==> config.mk <==
export PLATFORM = sky130hd
export DESIGN_NAME = instr_loader
export DESIGN_NICKNAME = d
export VERILOG_FILES = /design/src/rtl/instr_loader.sv
export SDC_FILE = /design/constraint.sdc
export NUM_CORES = 1
export LEC_CHECK = 0
export CAP_MARGIN = 30
export CORE_AREA = 2 2 72 102
export CTS_CLUSTER_DIAMETER = 120
export DETAILED_ROUTE_END_ITERATION = 10
export DIE_AREA = 0 0 74 104
export PLACE_DENSITY = 0.9
export SYNTH_ARGS = -nofsm -noshare
export SYNTH_HDL_FRONTEND = slang
export SYNTH_SLANG_ARGS = --single-unit
==> constraint.sdc <==
create_clock -name Clk -period 3.2 [get_ports Clk]
set_input_delay 0.32 -clock Clk [delete_from_list [all_inputs] [get_ports Clk]]
set_output_delay 0.32 -clock Clk [all_outputs]
set_load 0.03 [all_outputs]
==> src/rtl/instr_loader.sv <==
// -----------------------------------------------------------------------------
// instr_loader
//   Write side of the 9-bit instruction memory. Instructions arrive one per
//   handshake as opcode/field-A/field-B, are packed into {op,a,b}, and are
//   buffered in a small FIFO. From there they drain to sequential memory
//   addresses, starting at the session's StartAddr.
//
// Ports
//   Clk, Reset          rising-edge clock, asynchronous active-low reset
//   Start, StartAddr    open a session (IDLE only) at StartAddr
//   InValid/InReady     instruction handshake
//   InOp, InA, InB      instruction fields, packed into word[8:6]/[5:3]/[2:0]
//   InLast              marks the final instruction of the session
//   MemWrEn, MemAddr,
//   MemData             registered instruction-memory write port
//   Busy                high in every state except IDLE
//   Done                one-cycle pulse at the end of a session
//   Overflow            sticky: a word (or Ack) fell beyond the top address
//   ReservedErr         sticky: 9'h1FF was presented without InLast
//
// Configuration
//   ACK_APPEND_EN  when defined, the Ack word 9'h1FF is written at the next
//                  address after the last instruction (TERM state).
// -----------------------------------------------------------------------------
module instr_loader #(
  parameter int ADDR_W     = 10,
  parameter int FIFO_DEPTH = 4
) (
  input  logic              Clk,
  input  logic              Reset,
  input  logic              Start,
  input  logic [ADDR_W-1:0] StartAddr,
  input  logic              InValid,
  output logic              InReady,
  input  logic [2:0]        InOp,
  input  logic [2:0]        InA,
  input  logic [2:0]        InB,
  input  logic              InLast,
  output logic              MemWrEn,
  output logic [ADDR_W-1:0] MemAddr,
  output logic [8:0]        MemData,
  output logic              Busy,
  output logic              Done,
  output logic              Overflow,
  output logic              ReservedErr
);

  localparam int                PTR_W     = (FIFO_DEPTH > 1) ? $clog2(FIFO_DEPTH) : 1;
  localparam int                CNT_W     = PTR_W + 1;
  localparam logic [CNT_W-1:0]  DEPTH_CNT = CNT_W'(FIFO_DEPTH);
  localparam logic [ADDR_W-1:0] TOP_ADDR  = '1;
  localparam logic [8:0]        ACK_WORD  = 9'h1FF;

  typedef enum logic [1:0] {
    ST_IDLE = 2'd0,
    ST_LOAD = 2'd1,
`ifdef ACK_APPEND_EN
    ST_TERM = 2'd2,
`endif
    ST_FIN  = 2'd3
  } state_t;

  state_t            state_q, state_d;
  logic [ADDR_W-1:0] addr_q, addr_d;
  logic              exhausted_q, exhausted_d;
  logic              last_seen_q, last_seen_d;
  logic              overflow_q, overflow_d;
  logic              reserved_q, reserved_d;
  logic [PTR_W-1:0]  wr_ptr_q, wr_ptr_d;
  logic [PTR_W-1:0]  rd_ptr_q, rd_ptr_d;
  logic [CNT_W-1:0]  count_q, count_d;
  logic [8:0]        fifo_mem_q [FIFO_DEPTH];
  logic [8:0]        fifo_mem_d [FIFO_DEPTH];
  logic              mem_wr_en_q, mem_wr_en_d;
  logic [ADDR_W-1:0] mem_addr_q, mem_addr_d;
  logic [8:0]        mem_data_q, mem_data_d;

  logic       in_ready;
  logic       accept;
  logic       push;
  logic       pop;
  logic       flush;
  logic       wr_req;
  logic [8:0] wr_word;
  logic [8:0] in_word;
  logic       is_reserved;
  logic       fifo_full;

  assign in_word     = {InOp, InA, InB};
  assign is_reserved = (in_word == ACK_WORD) && !InLast;
  assign fifo_full   = (count_q == DEPTH_CNT);

  // Next-state, FIFO bookkeeping and the single memory write per cycle.
  // Once the top address has been written, "exhausted" stops the address
  // from advancing; the next word to reach the write port raises Overflow,
  // empties the FIFO and from then on input is swallowed until InLast.
  always_comb begin
    state_d     = state_q;
    addr_d      = addr_q;
    exhausted_d = exhausted_q;
    last_seen_d = last_seen_q;
    overflow_d  = overflow_q;
    reserved_d  = reserved_q;
    wr_ptr_d    = wr_ptr_q;
    rd_ptr_d    = rd_ptr_q;
    count_d     = count_q;
    fifo_mem_d  = fifo_mem_q;
    mem_wr_en_d = 1'b0;
    mem_addr_d  = mem_addr_q;
    mem_data_d  = mem_data_q;
    in_ready    = 1'b0;
    accept      = 1'b0;
    push        = 1'b0;
    pop         = 1'b0;
    flush       = 1'b0;
    wr_req      = 1'b0;
    wr_word     = '0;

    case (state_q)
      ST_IDLE: begin
        if (Start) begin
          addr_d      = StartAddr;
          exhausted_d = 1'b0;
          last_seen_d = 1'b0;
          overflow_d  = 1'b0;
          reserved_d  = 1'b0;
          wr_ptr_d    = '0;
          rd_ptr_d    = '0;
          count_d     = '0;
          state_d     = ST_LOAD;
        end
      end
      ST_LOAD: begin
        // After an overflow the FIFO is bypassed, so fullness no longer matters.
        in_ready = overflow_q ? !last_seen_q : (!fifo_full && !last_seen_q);
        accept   = InValid && in_ready;
        if (accept && is_reserved) reserved_d = 1'b1;
        if (accept && InLast)      last_seen_d = 1'b1;
        pop   = (count_q != '0);
        flush = pop && exhausted_q;
        push  = accept && !is_reserved && !overflow_q && !flush;
        if (pop) begin
          wr_req  = 1'b1;
          wr_word = fifo_mem_q[rd_ptr_q];
        end
        if (last_seen_q && (count_q == '0)) begin
`ifdef ACK_APPEND_EN
          wr_req  = 1'b1;
          wr_word = ACK_WORD;
          state_d = ST_TERM;
`else
          state_d = ST_FIN;
`endif
        end
      end
`ifdef ACK_APPEND_EN
      ST_TERM: state_d = ST_FIN;
`endif
      ST_FIN:  state_d = ST_IDLE;
      default: state_d = ST_IDLE;
    endcase

    if (flush) begin
      wr_ptr_d = '0;
      rd_ptr_d = '0;
      count_d  = '0;
    end else begin
      if (push) begin
        fifo_mem_d[wr_ptr_q] = in_word;
        wr_ptr_d             = wr_ptr_q + PTR_W'(1);
      end
      if (pop) rd_ptr_d = rd_ptr_q + PTR_W'(1);
      case ({push, pop})
        2'b10:   count_d = count_q + CNT_W'(1);
        2'b01:   count_d = count_q - CNT_W'(1);
        default: count_d = count_q;
      endcase
    end

    if (wr_req) begin
      if (exhausted_q) begin
        overflow_d = 1'b1;
      end else begin
        mem_wr_en_d = 1'b1;
        mem_addr_d  = addr_q;
        mem_data_d  = wr_word;
        if (addr_q == TOP_ADDR) exhausted_d = 1'b1;
        else                    addr_d = addr_q + ADDR_W'(1);
      end
    end
  end

  // State and datapath registers.
  always_ff @(posedge Clk or negedge Reset) begin
    if (!Reset) begin
      state_q     <= ST_IDLE;
      addr_q      <= '0;
      exhausted_q <= 1'b0;
      last_seen_q <= 1'b0;
      overflow_q  <= 1'b0;
      reserved_q  <= 1'b0;
      wr_ptr_q    <= '0;
      rd_ptr_q    <= '0;
      count_q     <= '0;
      fifo_mem_q  <= '{default: '0};
      mem_wr_en_q <= 1'b0;
      mem_addr_q  <= '0;
      mem_data_q  <= '0;
    end else begin
      state_q     <= state_d;
      addr_q      <= addr_d;
      exhausted_q <= exhausted_d;
      last_seen_q <= last_seen_d;
      overflow_q  <= overflow_d;
      reserved_q  <= reserved_d;
      wr_ptr_q    <= wr_ptr_d;
      rd_ptr_q    <= rd_ptr_d;
      count_q     <= count_d;
      fifo_mem_q  <= fifo_mem_d;
      mem_wr_en_q <= mem_wr_en_d;
      mem_addr_q  <= mem_addr_d;
      mem_data_q  <= mem_data_d;
    end
  end

  assign InReady     = in_ready;
  assign MemWrEn     = mem_wr_en_q;
  assign MemAddr     = mem_addr_q;
  assign MemData     = mem_data_q;
  assign Busy        = (state_q != ST_IDLE);
  assign Done        = (state_q == ST_FIN);
  assign Overflow    = overflow_q;
  assign ReservedErr = reserved_q;

endmodule

==> impl_results.md <==
- Outcome: complete, no violations
- Total CTS buffers: 9
- WHS: approximately 0.33 ns
- Synth top area cells: dfrtp_1 54%, mux2_2 11%, nand2_1 7.1%
- DR DRC count: 0
- Async set or reset register ratio after synthesis: 1.000
- Post-Layout Cell Count: between 400 and 500
- Final-report hold violation count: 0
- Critical path type: reg2reg
- Global-route congestion overflow total: 0
- Vias in the first global route: between 2000 and 3000
- Clk_skew: around 0.015 ns
- Maximum clock insertion buffer count: 2
- Max cap viols: 0
- Iter 0 DRT Violations: between 200 and 250
- EDFF count, synth: 0
- H-tree Lvls: 3
- CP peak stage delay: about 0.5 ns
- Area leader, netlist: dfrtp_1
- Total core area: roughly 6800 sq um
- Post-Route Setup TNS: 0 ns
- DR vias: 2597
- Area grow syn2layout: 20.25%
- Port Buffer Count: between 40 and 50
- Clk sink count: just under 80
- Filler Cells Inserted: 502
- Pre-Repair DR Iteration Count: 4
- Largest net degree at the start of global routing: 80
- Leakage: 2.017 nW
- Tmin final: 2.497 ns
- CTS Root Cell: clkbuf_8
- Post-DP HPWL: slightly above 5 mm
- Hold WC Path Type: in2async
- CTS tree: yes
- Post-Route WL: around 7.5 mm
- Row cnt: 36
- Die H: 104 microns
- Top-count cell post-synth: dfrtp_1
- First-pass GRT wire length: ~12 mm
- Place WS: approximately 0.63 ns
- Vias/cell: roughly 5.6
- Nets: 392
- Final setup vio count: 0
- Slowest stage cell, crit path: inv_1
- CP startpoint kind: flop
- Gp weighted congestion: ~0.86
- Register bit count reported by yosys: slightly below 80
- Total GRT Usage: 0.2135
- Worst-margin pin slew: roughly 0.66 ns
- Power Density: about 1000 nW/um^2
- Final WS setup: approximately 0.70 ns
- Util after Layout: 0.6479
- Worst-skew pair later-pin latency: 0.36 ns
- Fin crit share: 0.7804
- CP Cell Sequence: or3_4, nand2b_1, inv_1, and3_1, a221o_1
- Top cell type's share of synthesized area: 0.5394
- Critical-path maximum fanout: 22
- Req. time, crit path: roughly 3.4 ns
- Mapped cell area: ~3700 sq um
- Layout cell share with drive strength beyond 1: 0.2044
- Top FF cell, synth: dfrtp_1
- Max VDD drop: around 0.49 mV
- Syn. warnings: 0
- Drt wl/cell: 16.20 microns
- Post-synthesis sequential area ratio: 0.5394
- Commonest cells post-synth: 79 x dfrtp_1, 69 x nand2_1, 37 x mux2_2
- Avg Synthesized Cell Area: between 10 and 15 sq um
- Worst EP arrival: around 2.7 ns
- Initial core utilization: 0.5388
- DP Cell Count: 444
- # diodes: 0
- Syn nets: approximately 340
- DRT antenna net count: 0
- F_max: 0.4004 GHz
- Rel. slew slack: 0.5595
- Distinct cells, synth: 46
- CTS clk-pin slew, worst paths: roughly 0.08 ns
- Die ar.: 7696 sq um
- Die Width: around 74 microns
- Cells after Synth: between 300 and 400
- Final-report max-slew violation count: 0
- CP Capture Type: flop
- RSZ-0062 raised after global routing: false
- Initial antenna violation count: 0
- I/O Pins: between 40 and 50
-- cells in the final DEF (no fill, tap or decap), types with 2 or more instances in the layout --
cell,count
nand4_1,3
nor2_1,9
nand2_1,69
inv_1,7
a311oi_1,2
nor3_1,6
buf_4,3
clkinv_2,2
and4_1,3
a221o_1,3
nand2b_1,2
and3_1,3
mux4_2,9
mux2i_1,3
clkdlybuf4s50_1,47
nor2b_1,5
a211oi_1,4
ha_1,5
clkbuf_8,9
nand2_2,4
nand3_1,4
inv_6,2
mux2_2,37
and2_1,2
o211ai_1,2
nor4_1,2
dfrtp_1,79
a21oi_1,5
a22o_1,4
o21ai_0,9
nor4b_2,2
-- power by group --
part           leakage, nW  internal, mW  switching [mW]
logic                0.928         0.957            1.19
registers             1.00          1.40           0.364
clock network       0.0870         0.285           0.364
total                 2.02          2.64            1.92
-- stage by stage --
| step | instance area, sq um | total power [mW] |
|---|---|---|
| 6_report | 4407 | 4.558 |
| 5_1_grt | 4407 | 4.906 |
| 4_1_cts | 4369 | 4.576 |
| 3_5_place_dp | 4198 | 3.921 |
| 3_3_place_gp | 4198 | 3.823 |
| 2_1_floorplan | 3665 | 3.271 |
-- what timing repair did --
action | in CTS | in global routing
resized for setup | 0 | 0
setup buffers | 0 | 0
hold buffers | 0 | 1
endpoints found under the hold margin | 0 | 9
-- sequential cells by signal (all words and copies together), names as in the netlist --
name         cells
MemAddr         10
exhausted_q      1
last_seen_q      1
wr_ptr_q         2
MemWrEn          1
rd_ptr_q         2
addr_q          10
MemData          9
fifo_mem_q      36
state_q          2
count_q          3
Overflow         1
ReservedErr      1
-- logic make-up after synthesis --
| group | Yosys count | share of synthesized area |
|---|---|---|
| AND/OR/NAND/NOR | 121 | 0.1605 |
| flip-flops | 79 | 0.5394 |
| multiplexers | 49 | 0.1772 |
| AO/OA/AOI/OAI | 36 | 0.06931 |
| buffers and inverters | 20 | 0.02868 |
| adder cells (fa/ha/maj) | 6 | 0.02253 |
| XOR/XNOR | 1 | 0.002390 |
-- worst max-delay path: cells and delay by family, from the launching register on --
family	cells	cell delay, ns
buf+inv	1	0.49
compound gates	1	0.26
flops	1	0.46
simple gates	3	1.18
-- routing by layer --
| metal | vias up | wire [microns] | GRT usage |
|---|---|---|---|
| met1 | 1288 | 3014 | 0.2654 |
| met4 | 0 | 214 | 0.1182 |
| met3 | 18 | 336 | 0.04167 |
| met2 | 81 | 3920 | 0.3418 |
| li1 | 1210 | - | - |
| met5 | - | 0 | 0 |
-- cell type report --
type | count | area [sq um] | share of cell area
Tap cell | 95 | 118.9 | 0.02697
Clock inverter | 6 | 43.79 | 0.009938
Inverter | 7 | 26.28 | 0.005963
Timing Repair Buffer | 52 | 530.5 | 0.1204
Sequential cell | 79 | 1977 | 0.4486
Clock buffer | 10 | 127.6 | 0.02896
Multi-Input combinational cell | 213 | 1583 | 0.3592
-- path summary, 6_finish.rpt --
check / startpoint / end / slack, ns / depth (start not counted)
min in group Clk: MemAddr[6] / MemAddr[6] / 0.48 / 2
min reg2reg: MemAddr[6] / MemAddr[6] / 0.48 / 2
max reg2reg: count_q[0] / count_q[1] / 0.70 / 5
min: Reset / addr_q[4] / 0.33 / 2
max: count_q[0] / count_q[1] / 0.70 / 5
max in group asynchronous: Reset / fifo_mem_q[11] / 2.31 / 3
(Power assumes the default switching activity.)
